$ cat src/rtl/wb_switch_pkg.sv
// Shared types and default memory map for the Wishbone address switch.
package wb_switch_pkg;

    typedef enum logic [1:0] {
        ST_IDLE   = 2'd0,
        ST_ACTIVE = 2'd1,
        ST_RESP   = 2'd2
    } wb_state_e;

    localparam logic [3:0] SLV_ROM  = 4'd0;
    localparam logic [3:0] SLV_TUBE = 4'd1;
    localparam logic [3:0] SLV_RAM  = 4'd2;

    // The boot window aliases the ROM reset vector at address 0 over the RAM.
    localparam logic [31:0] BOOT_BASE = 32'h0000_0000;
    localparam logic [31:0] BOOT_MASK = 32'h03FF_FFFC;
    localparam logic [31:0] ROM_BASE  = 32'h0300_0000;
    localparam logic [31:0] ROM_MASK  = 32'h0300_0000;
    localparam logic [31:0] TUBE_BASE = 32'h0100_0000;
    localparam logic [31:0] TUBE_MASK = 32'h0300_0000;
    localparam logic [31:0] RAM_BASE  = 32'h0000_0000;
    localparam logic [31:0] RAM_MASK  = 32'h03E0_0000;

endpackage

$ cat src/rtl/wb_addr_decode.sv
// Combinational address/mask region match with lowest-region-wins priority.
module wb_addr_decode
    import wb_switch_pkg::*;
#(
    parameter int                           NUM_REGIONS  = 4,
    parameter int                           ADDR_W       = 32,
    parameter logic [NUM_REGIONS*ADDR_W-1:0] REGION_ADDR = '0,
    parameter logic [NUM_REGIONS*ADDR_W-1:0] REGION_MASK = '0,
    parameter logic [NUM_REGIONS*4-1:0]      REGION_SLAVE = '0
) (
    input  logic [ADDR_W-1:0] adr,
    output logic              hit,
    output logic [3:0]        slave_idx
);

    logic [ADDR_W-1:0] w_mask;
    logic [ADDR_W-1:0] w_base;

    always_comb begin
        hit       = 1'b0;
        slave_idx = '0;
        w_mask    = '0;
        w_base    = '0;
        // Walk from the top so the lowest-numbered hit is the last to write.
        for (int r = NUM_REGIONS - 1; r >= 0; r--) begin
            w_mask = REGION_MASK[r*ADDR_W +: ADDR_W];
            w_base = REGION_ADDR[r*ADDR_W +: ADDR_W];
            if ((adr & w_mask) == (w_base & w_mask)) begin
                hit       = 1'b1;
                slave_idx = REGION_SLAVE[r*4 +: 4];
            end
        end
    end

endmodule

$ cat src/rtl/wb_switch_n.sv
// Single-master Wishbone switch: registered decode, per-transfer watchdog,
// configurable unmapped response and error capture.
//
// state     | meaning
// ST_IDLE   | waiting for cyc&stb; decode the address
// ST_ACTIVE | selected slave strobed, its response passed straight back
// ST_RESP   | one-cycle local response (unmapped or watchdog abort)
module wb_switch_n
    import wb_switch_pkg::*;
#(
    parameter int                             NUM_SLAVES      = 4,
    parameter int                             NUM_REGIONS     = 4,
    parameter int                             ADDR_W          = 32,
    parameter int                             DATA_W          = 32,
    parameter logic [NUM_REGIONS*ADDR_W-1:0]  REGION_ADDR     = {RAM_BASE, TUBE_BASE, ROM_BASE, BOOT_BASE},
    parameter logic [NUM_REGIONS*ADDR_W-1:0]  REGION_MASK     = {RAM_MASK, TUBE_MASK, ROM_MASK, BOOT_MASK},
    parameter logic [NUM_REGIONS*4-1:0]       REGION_SLAVE    = {SLV_RAM, SLV_TUBE, SLV_ROM, SLV_ROM},
    parameter int                             TIMEOUT         = 255,
    parameter bit                             ERR_ON_UNMAPPED = 1'b1,
    parameter logic [DATA_W-1:0]              DEFAULT_DATA    = 32'haaaaaaaa
) (
    input  logic                         clk,
    input  logic                         reset,
    input  logic [ADDR_W-1:0]            m_adr_i,
    input  logic [DATA_W-1:0]            m_dat_i,
    input  logic [DATA_W/8-1:0]          m_sel_i,
    input  logic                         m_we_i,
    input  logic                         m_cyc_i,
    input  logic                         m_stb_i,
    output logic [DATA_W-1:0]            m_dat_o,
    output logic                         m_ack_o,
    output logic                         m_err_o,
    output logic [ADDR_W-1:0]            s_adr_o,
    output logic [DATA_W-1:0]            s_dat_o,
    output logic [DATA_W/8-1:0]          s_sel_o,
    output logic                         s_we_o,
    output logic [NUM_SLAVES-1:0]        s_cyc_o,
    output logic [NUM_SLAVES-1:0]        s_stb_o,
    input  logic [NUM_SLAVES*DATA_W-1:0] s_dat_i,
    input  logic [NUM_SLAVES-1:0]        s_ack_i,
    input  logic [NUM_SLAVES-1:0]        s_err_i,
    output logic [ADDR_W-1:0]            err_adr_o,
    output logic                         err_timeout_o,
    output logic [7:0]                   err_count_o
);

    localparam int                CNT_W     = (TIMEOUT > 0) ? $clog2(TIMEOUT + 1) : 1;
    localparam logic [CNT_W-1:0]  WDOG_LAST = CNT_W'((TIMEOUT > 0) ? TIMEOUT - 1 : 0);

    wb_state_e          r_state;
    wb_state_e          w_state_nxt;
    logic [3:0]         r_slave;
    logic [CNT_W-1:0]   r_wdog;
    logic               r_timeout;
    logic               r_unmapped;
    logic [ADDR_W-1:0]  r_err_adr;
    logic               r_err_timeout;
    logic [7:0]         r_err_cnt;

    logic               w_req;
    logic               w_hit;
    logic [3:0]         w_dec_idx;
    logic               w_sel_ack;
    logic               w_sel_err;
    logic [DATA_W-1:0]  w_sel_dat;
    logic               w_expire;

    wb_addr_decode #(
        .NUM_REGIONS  (NUM_REGIONS),
        .ADDR_W       (ADDR_W),
        .REGION_ADDR  (REGION_ADDR),
        .REGION_MASK  (REGION_MASK),
        .REGION_SLAVE (REGION_SLAVE)
    ) u_decode (
        .adr       (m_adr_i),
        .hit       (w_hit),
        .slave_idx (w_dec_idx)
    );

    assign w_req    = m_cyc_i & m_stb_i;
    assign w_expire = (TIMEOUT != 0) && (r_wdog == WDOG_LAST);

    // Broadcast lines are held low during reset so every output reads 0.
    assign s_adr_o = reset ? '0 : m_adr_i;
    assign s_dat_o = reset ? '0 : m_dat_i;
    assign s_sel_o = reset ? '0 : m_sel_i;
    assign s_we_o  = reset ? 1'b0 : m_we_i;

    always_comb begin
        w_sel_ack = 1'b0;
        w_sel_err = 1'b0;
        w_sel_dat = '0;
        for (int k = 0; k < NUM_SLAVES; k++) begin
            if (r_slave == 4'(k)) begin
                w_sel_ack = s_ack_i[k];
                w_sel_err = s_err_i[k];
                w_sel_dat = s_dat_i[k*DATA_W +: DATA_W];
            end
        end
    end

    always_ff @(posedge clk or posedge reset) begin
        if (reset) begin
            r_state <= ST_IDLE;
        end else begin
            r_state <= w_state_nxt;
        end
    end

    always_comb begin
        w_state_nxt = r_state;
        m_dat_o     = '0;
        m_ack_o     = 1'b0;
        m_err_o     = 1'b0;
        s_cyc_o     = '0;
        s_stb_o     = '0;
        case (r_state)
            ST_IDLE: begin
                if (w_req) begin
                    w_state_nxt = w_hit ? ST_ACTIVE : ST_RESP;
                end
            end
            ST_ACTIVE: begin
                for (int k = 0; k < NUM_SLAVES; k++) begin
                    if (r_slave == 4'(k)) begin
                        s_cyc_o[k] = m_cyc_i;
                        s_stb_o[k] = m_stb_i;
                    end
                end
                m_ack_o = w_sel_ack;
                m_err_o = w_sel_err;
                m_dat_o = w_sel_dat;
                // A slave response beats both a master abort and the watchdog.
                if (w_sel_ack || w_sel_err) begin
                    w_state_nxt = ST_IDLE;
                end else if (!m_cyc_i) begin
                    w_state_nxt = ST_IDLE;
                end else if (w_expire) begin
                    w_state_nxt = ST_RESP;
                end
            end
            ST_RESP: begin
                if (r_unmapped && !ERR_ON_UNMAPPED) begin
                    m_ack_o = 1'b1;
                    m_dat_o = DEFAULT_DATA;
                end else begin
                    m_err_o = 1'b1;
                end
                w_state_nxt = ST_IDLE;
            end
            default: begin
                w_state_nxt = ST_IDLE;
            end
        endcase
    end

    always_ff @(posedge clk or posedge reset) begin
        if (reset) begin
            r_slave    <= '0;
            r_wdog     <= '0;
            r_timeout  <= 1'b0;
            r_unmapped <= 1'b0;
        end else begin
            case (r_state)
                ST_IDLE: begin
                    if (w_req) begin
                        r_slave    <= w_dec_idx;
                        r_wdog     <= '0;
                        r_unmapped <= ~w_hit;
                        r_timeout  <= 1'b0;
                    end
                end
                ST_ACTIVE: begin
                    if (!(w_sel_ack || w_sel_err)) begin
                        r_wdog    <= r_wdog + CNT_W'(1);
                        r_timeout <= (w_state_nxt == ST_RESP);
                    end
                end
                default: begin
                end
            endcase
        end
    end

    always_ff @(posedge clk or posedge reset) begin
        if (reset) begin
            r_err_adr     <= '0;
            r_err_timeout <= 1'b0;
            r_err_cnt     <= '0;
        end else if (m_err_o) begin
            r_err_adr     <= m_adr_i;
            r_err_timeout <= (r_state == ST_RESP) && r_timeout;
            if (r_err_cnt != 8'hFF) begin
                r_err_cnt <= r_err_cnt + 8'd1;
            end
        end
    end

    assign err_adr_o     = r_err_adr;
    assign err_timeout_o = r_err_timeout;
    assign err_count_o   = r_err_cnt;

endmodule

$ cat config.mk
export PLATFORM = sky130hd
export DESIGN_NAME = wb_switch_n
export DESIGN_NICKNAME = d
export VERILOG_FILES = /design/src/rtl/wb_switch_pkg.sv /design/src/rtl/wb_addr_decode.sv /design/src/rtl/wb_switch_n.sv
export SDC_FILE = /design/constraint.sdc
export NUM_CORES = 1
export LEC_CHECK = 0
export ABC_AREA = 1
export BUFFER_PORTS_ARGS = -buffer_cell sky130_fd_sc_hd__buf_2
export CAP_MARGIN = 20
export CORE_AREA = 2 2 139 141
export DETAILED_ROUTE_END_ITERATION = 8
export DIE_AREA = 0 0 141 143
export PLACE_DENSITY = 0.58
export SLEW_MARGIN = 20
export SYNTH_ARGS = -nofsm -noshare
export SYNTH_HDL_FRONTEND = slang
export SYNTH_SLANG_ARGS = --single-unit
$ cat constraint.sdc
create_clock -name clk -period 2.57 [get_ports clk]
set_input_delay 0.3855 -clock clk [delete_from_list [all_inputs] [get_ports clk]]
set_output_delay 0.3855 -clock clk [all_outputs]
set_load 0.05 [all_outputs]
## Yosys cells after proc, flatten, opt, wreduce, memory -nomap -nowiden

Index checks and enable logic that the tools add are counted.
W data, S select, Z words.

- Flip-flop bits (word level): 56
- Input bits: 209
- Output and inout bits: 152
- Word-level logic and storage cells: 81

- Add/subtract/negate cells: 2
- Eq/ne operators: 12
- Muxes and demuxes: 49
- Bitwise logic cells: 1
- Reductions and logical operators: 10

Operator list:

| kind | count |
|---|---|
| $mux W32 | 7 |
| $logic_not A32 Y1 | 2 |
| $mux W1 | 24 |
| $mux W4 | 6 |
| $add A8 B1 Y8 const B | 2 |
| $mux W8 | 2 |
| $pmux W8 S2 | 1 |
| $mux W2 | 6 |
| $eq A4 B2 Y1 const B | 2 |
| $eq A8 B8 Y1 const B | 1 |
| $ne A8 B8 Y1 const B | 1 |
| $eq A2 B2 Y1 const B | 3 |
| $eq A2 B1 Y1 const B | 2 |
| $eq A4 B1 Y1 const B | 1 |
| $logic_not A4 Y1 | 1 |
| $ne A2 B2 Y1 const B | 2 |
| $pmux W1 S2 | 2 |
| $pmux W2 S2 | 1 |
| $reduce_and A2 Y1 | 2 |
| $reduce_and A3 Y1 | 1 |
| $logic_not A2 Y1 | 1 |
| $reduce_bool A2 Y1 | 1 |
| $and A1 B1 Y1 | 1 |
| $logic_and A1 B1 Y1 | 1 |
| $logic_or A1 B1 Y1 | 1 |

## Longest topological paths before layout

Gate-level depths: netlist of run 1.

- Word-level depth: 11
- Mapped depth: 13
- Gate-level depth less buffers: 11

## Cells and area by module

Synthesis of run 1 repeated with hierarchy kept, for this count alone.

- Cells, all modules: 659
- Area total of the unflattened synthesis: 4305.4 um^2

By module, submodules not included:

| module | instances | cells each | area an instance (um^2) | sequential area each (um^2) |
|---|---|---|---|---|
| wb_switch_n | 1 | 625 | 4157.7 | 1401.3 |
| wb_addr_decode | 1 | 34 | 147.6 | 0.0 |

## Worst setup path after synthesis of run 1

Ideal clock, no wire load.

- Path kind: reg2out
- From: register r_state[1]
- To: output port m_dat_o[20]
- Arrival: 2.087 ns
- Data required time: 2.184 ns
- Path slack: 0.097 ns
- Stages on the path, launching flop included: 8
- Path buffers: 3
- Cells stage by stage: dfrtp_1 inv_1 ha_1 clkbuf_1 inv_1 clkbuf_1 clkbuf_1 a21oi_1

- Word-level cells in the longest chain between the ends: 2

Ends and longest elaborated chain:

| element | RTL line | source |
|---|---|---|
| start: declaration | wb_switch_n.sv:50 | `wb_state_e r_state;` |
| start signal: assignment | wb_switch_n.sv:106 | `r_state <= w_state_nxt;` |
| $eq A2 B1 Y1 | wb_switch_n.sv:117 | `case (r_state)` |
| $mux W32 | wb_switch_n.sv:117 |  |
| end: declaration | wb_switch_n.sv:30 | `output logic [DATA_W-1:0] m_dat_o,` |

Every way passes these cells.

## Worst setup path after layout of run 1

- From: register r_slave[0]
- To: output port m_ack_o

- Word-level cells in the longest chain between the ends: 6
- Elaborated cells between the ends (all ways): 9
- Classes of those cells: 3 x eq/ne; 5 x mux; 1 x reduce/logical

Ends and longest elaborated chain:

| element | RTL line | source |
|---|---|---|
| start: declaration | wb_switch_n.sv:52 | `logic [3:0] r_slave;` |
| start signal: assignment | wb_switch_n.sv:167 | `r_slave <= w_dec_idx;` |
| $logic_not A4 Y1 | wb_switch_n.sv:94 | `if (r_slave == 4'(k)) begin` |
| $mux W1 (3 in series) | wb_switch_n.sv:94 |  |
| $mux W1 * | wb_switch_n.sv:94 |  |
| $mux W1 * | wb_switch_n.sv:117 |  |
| end: declaration | wb_switch_n.sv:31 | `output logic m_ack_o,` |

Every way passes the cells marked *; elsewhere a longest branch is shown, timed or not.

==> out/metrics.yaml, run 1 <==
run_status:
  outcome: "finished clean"
placed_design:
  placed_cells_incl_taps: 1229
  finalWeightedCongestion: 0.846
  port_buffers: 360
  place.detailed.hpwl_um: 14900
timing:
  slew_violations: 0
  timing.final.hold_violations: 0
  timing.final.crit_share_pct: 91.7
  min_period_ps: 2360
  timing.fmax_mhz: 425
  max-slew-margin-rel_pct: 57.0
  fin_worst_skew_ps: 7.46
  totalNegativeSetupSlack_ps: 0
  worst_pin_slew_ps: 645
  grt_setup_unrepaired: "false"
  finalSetupViolations: 0
detailed_routing:
  detailroute.wirelength.met3_um: 1300
  detailroute.via_count: 5458
  routed_len_inst_um: 14.4
  detail_route.first_pass.iterations: 4
  route.met2.wl_um: 9310
  post-route-drc-count: 0
  detail-route-antenna-nets: 0
  route.final.wire_length_um: 17900
  detail_route.wirelength.met1_um: 6900
  routed.top_layer: "met4"
  drt_first_iter_violations: 186
  vias_per_cell: 4.40
synthesis:
  async_flop_share_pct: 100
  syn_avg_cell_area_um2: 6.42
  synthesis.yosys.warnings: 0
  synth-main-ff-cell: "dfrtp_1"
  syn-cell-area_um2: 4230
  synth.area.top_cells: "dfrtp_1 32%, nand2_1 12%, nor2_1 11%"
  synth.lib_cells_used.distinct: 28
  synth_common_cells: "133 x nand2_1, 123 x nor2_1, 108 x inv_1, 54 x dfrtp_1, 54 x nand3_1"
  number_of_instances_in_the_synthesized_netlist: 659
  synth_seq_cells: 54
  synth_fp_nets: 874
  netlist.area_leader.share_pct: 32.0
  proportion_of_synthesized_chip_area_in_sequential_cells_pct: 32.0
  synth-edff-count: 0
  synth.largest_area_cell: "dfrtp_1"
  leading_cell_type_by_number_of_instances_after_synthesis: "nand2_1"
clocking:
  inserted_clock_buffers: 5
  clkSlewWorstSetupHoldPaths_ps: 70
  clock-sinks: 54
  clk_lat_worst_skew_ps: 300
  cts.path.max_buffers: 2
  cts_root_buffer: "clkbuf_16"
  h_tree_lvls: 2
  hold_buf_cts: 0
  cts_tree: "done"
finish:
  regArea_um2: 1350
  synthToLayoutAreaGrowth_pct: 53.2
  num-fill-cells: 2076
  final_nets: 1220
  post_route_cells_drive_above_1_share_pct: 41.9
  layout.cells.non_filler: 1240
  area_occupied_by_multi_input_gates_um2: 2260
  layout.core_utilization_pct: 34.9
setup_path:
  worst-setup-path-type: "flop to primary output"
  setup.reg_to_reg.worst_slack_ps: 350
  critical_path.reg2reg.endpoint: "err_adr_o[12]"
  timing.reg2reg.worst_path_depth: 12
  startpoint_class_of_the_critical_path: "flop"
  crit_required_ps: 2180
  cp-startpoint: "r_slave[0]"
  crit_path_max_fanout: 32
  critical_path.endpoint: "m_ack_o"
  timing.critical_path.arrival_ps: 1970
  setup.worst_path.end_class: "primary output"
  crit-reg2reg-launch: "r_slave[1]"
global_route:
  via_count_of_the_first_global_routing_pass: 5062
  grt_first_pass_wirelength_um: 26700
  globalRoute.totalOverflow: 0
  global_route.usage.total_pct: 16.9
  pin_count_of_the_biggest_net_entering_global_routing: 71
  antenna_violations_before_repair: 3
floorplan:
  core.rowCount: 50
  die-area_um2: 20200
  starting_density_pct: 22.8
  area_of_the_core_um2: 18600
  die-height_um: 143
  io-pin-count: 361
  die_x_um: 141
power:
  p_switching_mw: 3.83
  sequentialPowerShare_pct: 20.4
  netSwitchingFraction_pct: 57.8
  power_density_nw_per_um2: 1020
  proportion_of_power_drawn_by_combinational_gates_pct: 67.6
  p_leak_nw: 3.98
  internal_power_mw: 2.80
  power_frac_clock_pct: 12.0
  vdd_drop_max_mv: 0.551
job:
  max-cap-violations: 0
worst_hold_path:
  worstHoldPathType: "primary input to flop"
==> cells in the final DEF (no fill, tap or decap), drive strengths merged <==
cell type / n
nand4: 8
nand3b: 1
nand2: 136
o221ai: 15
clkinvlp: 1
dfrtp: 54
nor2: 125
o211ai: 16
nor3: 6
nand3: 54
a21oi: 18
bufinv: 1
o21ai: 58
inv: 112
ha: 6
clkbuf: 6
diode: 1
xor2: 7
xnor2: 4
clkinv: 1
buf: 376
==> critical path: stages, from the launching register on <==
cell     delay (ps)
dfrtp_1         370
buf_4           210
nand2_2          80
inv_2            70
buf_6           230
nand2_1          80
nand4_1         170
inv_1            70
nor2_2          210
buf_12          180
==> how the worst min path moves through the flow <==
stage	endpoint	slack (ps)	cells after the start	from
after floorplan	r_timeout	450	2	r_timeout
after global placement	err_timeout_o	450	2	err_timeout_o
after detailed placement	err_adr_o[20]	460	2	err_adr_o[20]
after CTS	err_adr_o[29]	330	3	m_adr_i[29]
after global routing	err_adr_o[1]	360	3	m_adr_i[1]
final	err_adr_o[29]	340	3	m_adr_i[29]
==> layer usage <==
layer,track usage [%],up-vias
li1,-,2761
met1,18.5,2412
met2,32.6,264
met3,3.49,21
met4,5.42,0
met5,0,-
==> area by class of cell <==
| type | instances | share of cell area, % |
|---|---|---|
| Clock inverter | 1 | 0.464 |
| Antenna cell | 1 | 0.0386 |
| Tap cell | 234 | 4.52 |
| Multi-Input combinational cell | 454 | 34.9 |
| Inverter | 114 | 6.72 |
| Sequential cell | 54 | 20.9 |
| Clock buffer | 6 | 2.14 |
| Timing Repair Buffer | 376 | 30.4 |
==> stage by stage <==
step                worst slack (ps)  power [mW]  cell area, um^2  hold WS, ps
floorplan                       97.4        4.70             4230          450
global placement                 274        5.80             6270          455
detailed placement               208        5.84             6270          462
CTS                             64.7        6.68             6440          330
global route                    29.6        7.06             6480          358
finish                           214        6.63             6480          345
==> logic make-up after synthesis <==
logic type	count (synthesis)	synth area share, %
DFF	54	32.0
and+or+nand+nor	330	32.0
buffers and inverters	151	14.7
adders and majority gates	6	1.78
xor gates and xnor gates	11	2.28
AOI/OAI and AO/OA	107	17.2
==> state kept, by name (all words and copies together), names as in the netlist <==
register	count
err_adr_o	32
err_count_o	8
r_wdog	8
r_slave	2
r_state	2
err_timeout_o	1
r_timeout	1
==> what timing repair did <==
item / 4_1_cts / 5_1_grt
buffers inserted: 0 / 3
resized for setup: 2 / 4
cloned: 0 / 0
setup endpoints to repair: 16 / 19
hold endpoints to repair: 0 / 0
pin swaps: 0 / 1
==> power groups by stage <==
stage | clock (mW) | combinational, mW | sequential, mW
6_report | 0.795 | 4.48 | 1.35
5_1_grt | 0.860 | 4.81 | 1.39
4_1_cts | 0.838 | 4.49 | 1.35
3_5_place_dp | 0 | 4.48 | 1.36
3_3_place_gp | 0 | 4.43 | 1.36
2_1_floorplan | 0 | 2.39 | 2.31
Power figures use the tool's default switching activity.
==> run 2: changes to the inputs <==
clock period = 2.3 ns   (was 2.57 ns; I/O delays follow)
==> run 2 against run 1 <==
Total power up 13%; global-route usage rose by 0.29 points; utilization rose by 0.69 points; clock power up 13%; critical path depth shrank 2; clock skew shrank 1.4 ps; routed wire length rose by 1.2%; non-clock buffer count is 4 higher; largest cell class unchanged; highest routed layer unchanged.
==> out/metrics.yaml, run 2 (same netlist as run 1, synthesis figures left out) <==
run_status:
  outcome: "finished clean"  # unchanged
setup_path:
  startpoint_class_of_the_critical_path: "flop"  # unchanged
  crit_path_max_fanout: 17  # was 32
  crit_required_ps: 1960  # was 2180 ps
  path_buf_inv: 4  # was 5
  timing.reg2reg.worst_path_depth: 11  # was 12
  timing.critical_path.arrival_ps: 1860  # was 1970 ps
  critical-path-top-delay-family: "buffers and inverters"  # unchanged
  critical_path_cell_list: "buf_4, nor2_4, clkinv_1, buf_4, o221ai_1, a21oi_1, buf_2"  # was buf_4, nand2_2, inv_2, buf_6, nand2_1, nand4_1, inv_1, nor2_2, buf_12
  setup.worst_path.end_class: "primary output"  # unchanged
  setup.reg_to_reg.worst_slack_ps: 310  # was 350 ps
  critical_path.reg2reg.endpoint: "err_adr_o[25]"  # was err_adr_o[12]
  worst-setup-path-type: "flop to primary output"  # unchanged
  critical_path_most_common_cell: "buf_4"
  timing.critical_path.slowest_cell_delay_ps: 460  # was 370 ps
  crit_path_top_delay_cell: "dfrtp_2"  # was dfrtp_1
  crit-reg2reg-launch: "r_slave[1]"  # unchanged
finish:
  number_of_flip_flops_under_the_largest_register_name: 32  # unchanged
  num-fill-cells: 2077  # was 2076
  synthToLayoutAreaGrowth_pct: 56.2  # was 53.2%
  final_nets: 1224  # was 1220
  layout.core_utilization_pct: 35.5  # was 34.9%
  layout.cells.non_filler: 1246  # was 1240
  post_route_cells_drive_above_1_share_pct: 42.5  # was 41.9%
  layout.cells.most_common_list: "350 x buf_2, 133 x nand2_1, 121 x nor2_1"  # was 358 x buf_2, 133 x nand2_1, 123 x nor2_1
  most_common_cell_after_layout_fill_and_taps_aside: "buf_2"  # unchanged
global_route:
  via_count_of_the_first_global_routing_pass: 5047  # was 5062
  pin_count_of_the_biggest_net_entering_global_routing: 66  # was 71
  globalRoute.totalOverflow: 0  # unchanged
  antenna_violations_before_repair: 2  # was 3
  grt_first_pass_wirelength_um: 27000  # was 26700 um
  global_route.usage.total_pct: 17.2  # was 16.9%
worst_hold_path:
  worstHoldPathType: "primary input to flop"  # unchanged
  hold_critical_path_endpoint: "err_adr_o[0]"  # was err_adr_o[29]
  holdPathStages: 3  # unchanged
  critical_hold_path_startpoint: "m_adr_i[0]"  # was m_adr_i[29]
detailed_routing:
  detail_route.first_pass.iterations: 4  # unchanged
  post-route-drc-count: 0  # unchanged
  detailroute.via_count: 5506  # was 5458
  drt_first_iter_violations: 151  # was 186
  route.final.wire_length_um: 18100  # was 17900 um
  routed_len_inst_um: 14.6  # was 14.4 um
  detail-route-antenna-nets: 0  # unchanged
  vias_per_cell: 4.42  # was 4.40
placed_design:
  place.detailed.hpwl_um: 15100  # was 14900 um
  finalWeightedCongestion: 0.879  # was 0.846
  port_buffers: 360  # unchanged
  placed_cells_incl_taps: 1235  # was 1229
power:
  post-layout-total-power_mw: 7.51  # was 6.63 mW
  p_leak_nw: 4.02  # was 3.98 nW
  vdd_drop_max_mv: 0.637  # was 0.551 mV
  power_density_nw_per_um2: 1140  # was 1020 nW/um^2
timing:
  timing.final.crit_share_pct: 95.7
  fin_worst_skew_ps: 6.03  # was 7.46 ps
  hold_slack_final_ps: 304  # was 345 ps
  timing.final.hold_violations: 0  # unchanged
  slew_violations: 0  # unchanged
  max-slew-margin-rel_pct: 59.3  # was 57.0%
  timing.fmax_mhz: 454
  finalSetupViolations: 0  # unchanged
  grt_setup_unrepaired: "false"  # unchanged
  worst_pin_slew_ps: 611  # was 645 ps
  min_period_ps: 2200
floorplan:
  area_of_the_core_um2: 18600  # unchanged
  core.rowCount: 50  # unchanged
  starting_density_pct: 22.8  # unchanged
  io-pin-count: 361  # unchanged
  die_x_um: 141  # unchanged
  die-height_um: 143  # unchanged
  die-area_um2: 20200  # unchanged
clocking:
  cts.path.max_buffers: 2  # unchanged
  clkSlewWorstSetupHoldPaths_ps: 80  # was 70 ps
  clock-sinks: 54  # unchanged
  hold_buf_cts: 0  # unchanged
  cts_tree: "done"  # unchanged
  h_tree_lvls: 2  # unchanged
  inserted_clock_buffers: 5  # unchanged
  clk_lat_worst_skew_ps: 300  # about the same
  cts_root_buffer: "clkbuf_16"  # unchanged
job:
  max-cap-violations: 0  # unchanged
## run 2: changes by cell type in the layout (fill, tap and decap cells not counted), sizes merged
cell / previous run / this run
clkinv: 1 / 2
buf: 376 / 378
clkinvlp: 1 / 0
inv: 112 / 114
clkbuf: 6 / 7
diode: 1 / 2
## run 2: routing by layer
metal  vias up  share of wire [%]  track usage, %
met5         -                  0               0
met3        16                6.9            3.59
li1       2773                  -               -
met1      2454                 38            19.1
met4         0                2.0            5.37
met2       263                 53            32.8
## run 2: how the worst max path moves through the flow
stage | slack, ps | from | cells past startpoint | end
5_1_grt | 4 | r_slave[0] | 7 | m_dat_o[27]
4_1_cts | -20 | r_slave[1] | 7 | m_ack_o
3_3_place_gp | 140 | r_slave[1] | 5 | m_dat_o[25]
3_5_place_dp | 60 | r_slave[1] | 5 | m_dat_o[25]
6_report | 100 | r_slave[0] | 7 | m_dat_o[25]
2_1_floorplan | -130 | r_state[1] | 7 | m_dat_o[20]
## run 2: area by class of cell
class / count / area (um^2) / area share, %
Multi-Input combinational cell: 454 / 2290 / 34.6
Timing Repair Buffer: 380 / 2060 / 31.2
Sequential cell: 54 / 1350 / 20.5
Inverter: 114 / 433 / 6.55
Tap cell: 234 / 293 / 4.43
Clock buffer: 5 / 125 / 1.89
Clock inverter: 3 / 43.8 / 0.663
Antenna cell: 2 / 5.00 / 0.0758
## run 2: per-stage QoR
step           setup WS [ps]  area [um^2]  setup TNS, ps
3_5_place_dp            63.7         6350              0
6_report                98.7         6610              0
5_1_grt                 4.32         6610              0
2_1_floorplan           -132         4230          -1320
4_1_cts                -24.5         6530           -113
3_3_place_gp             138         6350              0
## run 2: worst reg2reg max path: stages (launching register included)
cell and delay, ps:
dfrtp_2 480, buf_4 210, nand2_1 80, nand3_1 90, nand2_1 110, nand2_2 90, a21oi_4 230, buf_4 150
inv_2 40, buf_12 190, nand2_1 150, o21ai_2 50
## run 2: report_power, final
group / switching (mW) / total (mW) / internal, mW
Combinational: 3.73 / 5.09 / 1.37
Sequential: 0.221 / 1.52 / 1.30
Clock: 0.377 / 0.895 / 0.517
Total: 4.33 / 7.51 / 3.18
## run 2: timing repair
item                       in CTS  in global routing
setup buffers                   0                  1
setup endpoints to repair      18                 34
resized for setup               2                 27
pin swaps                       0                  1
==> run 3: changes to the inputs <==
BUFFER_PORTS_ARGS = not set   (was -buffer_cell sky130_fd_sc_hd__buf_2)
CORE_AREA = 2 2 141 143   (was 2 2 139 141)
DIE_AREA = 0 0 143 145   (was 0 0 141 143)
DONT_BUFFER_PORTS = 1   (was not set)
PLACE_DENSITY = 0.41   (was 0.58)
==> run 3 against run 2 <==
Sequential share of layout area rose by 2.7 points; largest power group unchanged; hold slack lost 100 ps; cell area is 12% lower; clock-buffer cell count is the same; flip-flop and latch count did not move; global-route usage down 0.67 points.
==> out/metrics.yaml, run 3 (same netlist as run 1, synthesis figures left out) <==
timing:
  grt_setup_unrepaired: "false"  # unchanged
  min_period_ps: 2220  # was 2200 ps
  totalNegativeSetupSlack_ps: 0  # unchanged
  timing.fmax_mhz: 451  # was 454 MHz
  timing.final.crit_share_pct: 96.5  # was 95.7%
  worst_pin_slew_ps: 598  # was 611 ps
  timing.final.hold_violations: 0  # unchanged
  max-slew-margin-rel_pct: 60.1  # was 59.3%
  fin_worst_skew_ps: 4.81  # was 6.03 ps
  slew_violations: 0  # unchanged
  finalSetupViolations: 0  # unchanged
  post-route-worst-setup-slack_ps: 80.4  # was 98.7 ps
placed_design:
  place_area_um2: 5620  # was 6350 um^2
  place.detailed.hpwl_um: 14800  # was 15100 um
  port_buffers: 0  # was 360
  finalWeightedCongestion: 0.799  # was 0.879
  pre_cts_slack_ps: 265  # was 63.7 ps
setup_path:
  timing.critical_path.slowest_cell_delay_ps: 460  # about the same
  crit_path_max_fanout: 11  # was 17
  crit_required_ps: 1960  # about the same
  worst-setup-path-type: "flop to primary output"  # unchanged
  setup.worst_path.end_class: "primary output"  # unchanged
  startpoint_class_of_the_critical_path: "flop"  # unchanged
  critical-path-top-delay-family: "simple AND/OR/NAND/NOR gates"  # was buffers and inverters
  path_buf_inv: 3  # was 4
  crit_path_top_delay_cell: "dfrtp_2"  # unchanged
  critical_path_cell_list: "nor2_2, buf_4, nand2_1, nand4_1, inv_1, nor2_4, buf_6"  # was buf_4, nor2_4, clkinv_1, buf_4, o221ai_1, a21oi_1, buf_2
  timing.critical_path.arrival_ps: 1870  # was 1860 ps
detailed_routing:
  detailroute.via_count: 4655  # was 5506
  detail-route-antenna-nets: 0  # unchanged
  drt_first_iter_violations: 155  # was 151
  route.final.wire_length_um: 18000  # was 18100 um
  routed_len_inst_um: 17.4  # was 14.6 um
  detail_route.first_pass.iterations: 6  # was 4
  post-route-drc-count: 0  # unchanged
  vias_per_cell: 4.50  # was 4.42
floorplan:
  die-area_um2: 20700  # was 20200 um^2
  area_of_the_core_um2: 19200  # was 18600 um^2
  core.rowCount: 51  # was 50
  starting_density_pct: 22.0  # was 22.8%
  die_x_um: 143  # was 141 um
  io-pin-count: 361  # unchanged
  die-height_um: 145  # was 143 um
power:
  post-layout-total-power_mw: 7.44  # was 7.51 mW
  netSwitchingFraction_pct: 57.4  # was 57.6%
  vdd_drop_max_mv: 0.600  # was 0.637 mV
  power_density_nw_per_um2: 1280  # was 1140 nW/um^2
  internal_power_mw: 3.17  # was 3.18 mW
  proportion_of_power_drawn_by_combinational_gates_pct: 53.4  # was 67.9%
  p_leak_nw: 3.10  # was 4.02 nW
  p_switching_mw: 4.27  # was 4.33 mW
  sequentialPowerShare_pct: 34.6  # was 20.2%
  power_frac_clock_pct: 12.0  # was 11.9%
global_route:
  pin_count_of_the_biggest_net_entering_global_routing: 71  # was 66
  via_count_of_the_first_global_routing_pass: 4529  # was 5047
  globalRoute.totalOverflow: 0  # unchanged
  global_route.usage.total_pct: 16.5  # was 17.2%
  grt_first_pass_wirelength_um: 26400  # was 27000 um
  antenna_violations_before_repair: 0  # was 2
clocking:
  h_tree_lvls: 2  # unchanged
  cts_root_buffer: "clkbuf_16"  # unchanged
  clkSlewWorstSetupHoldPaths_ps: 80  # about the same
  clk_lat_worst_skew_ps: 290  # was 300 ps
  cts.path.max_buffers: 2  # unchanged
  clock-sinks: 54  # unchanged
  inserted_clock_buffers: 5  # unchanged
  cts_tree: "done"  # unchanged
finish:
  layout.core_utilization_pct: 30.4  # was 35.5%
  layout.cells.most_common_list: "132 x nand2_1, 121 x nor2_1, 117 x buf_4"  # was 350 x buf_2, 133 x nand2_1, 121 x nor2_1
  post-route-cell-area_um2: 5840  # was 6610 um^2
  most_common_cell_after_layout_fill_and_taps_aside: "nand2_1"  # was buf_2
  final_nets: 982  # was 1224
  number_of_flip_flops_under_the_largest_register_name: 32  # unchanged
  synthToLayoutAreaGrowth_pct: 38.0  # was 56.2%
  post_route_cells_drive_above_1_share_pct: 24.1  # was 42.5%
run_status:
  outcome: "finished clean"  # unchanged
job:
  max-cap-violations: 0  # unchanged
worst_hold_path:
  worstHoldPathType: "primary input to flop"  # unchanged
## run 3: cell types whose count changed in the layout (fill, tap and decap cells not counted), sizes merged
cell	before	now
inv	114	113
diode	2	1
buf	378	137
clkbuf	7	5
clkinv	2	3
dlygate4sd3	0	1
## run 3: metrics by stage
stage | std cells | hold WS (ps)
finish | 1034 | 201
global route | 1033 | 201
CTS | 1033 | 191
detailed placement | 1024 | 309
global placement | 1024 | 302
floorplan | 659 | 450
## run 3: final timing paths
| path | slack [ps] | from | end | cells after the start |
|---|---|---|---|---|
| min reg2reg | 490 | r_timeout | r_timeout | 2 |
| max reg2reg | 430 | r_slave[1] | err_count_o[2] | 11 |
| max | 80 | r_slave[1] | m_ack_o | 7 |
| min in group asynchronous | 610 | reset | err_adr_o[23] | 2 |
| max in group asynchronous | 1130 | reset | r_slave[1] | 3 |
| min | 200 | m_adr_i[1] | err_adr_o[1] | 2 |
## run 3: routing by layer
metal  vias up  wire, um  GRT usage, %
met2       247      9670          32.1
met5         -         0             0
met1      2106      6320          17.1
li1       2287         -             -
met3        15      1720          4.16
met4         0       338          4.75
## run 3: cell type report
type	count	area [um^2]
Fill cell	2114	13400
Sequential cell	54	1350
Antenna cell	1	2.50
Clock buffer	5	125
Timing Repair Buffer	138	1270
Inverter	114	433
Clock inverter	3	43.8
Tap cell	265	332
Multi-Input combinational cell	454	2280
## run 3: power groups by stage
stage / clock network, mW / registers [mW] / logic, mW
2_1_floorplan: 0 / 2.58 / 2.67
6_report: 0.892 / 2.57 / 3.98
5_1_grt: 0.965 / 2.63 / 4.31
4_1_cts: 0.929 / 2.59 / 4.01
3_3_place_gp: 0 / 2.61 / 3.98
3_5_place_dp: 0 / 2.61 / 3.99
## run 3: repair_timing
| item | CTS | global route |
|---|---|---|
| pin swaps | 0 | 0 |
| cloned | 0 | 0 |
| endpoints found under the hold margin | 19 | 0 |
| gates resized for setup | 4 | 8 |
| hold buffers | 1 | 0 |
| buffers inserted | 0 | 0 |
| setup endpoints to repair | 3 | 29 |
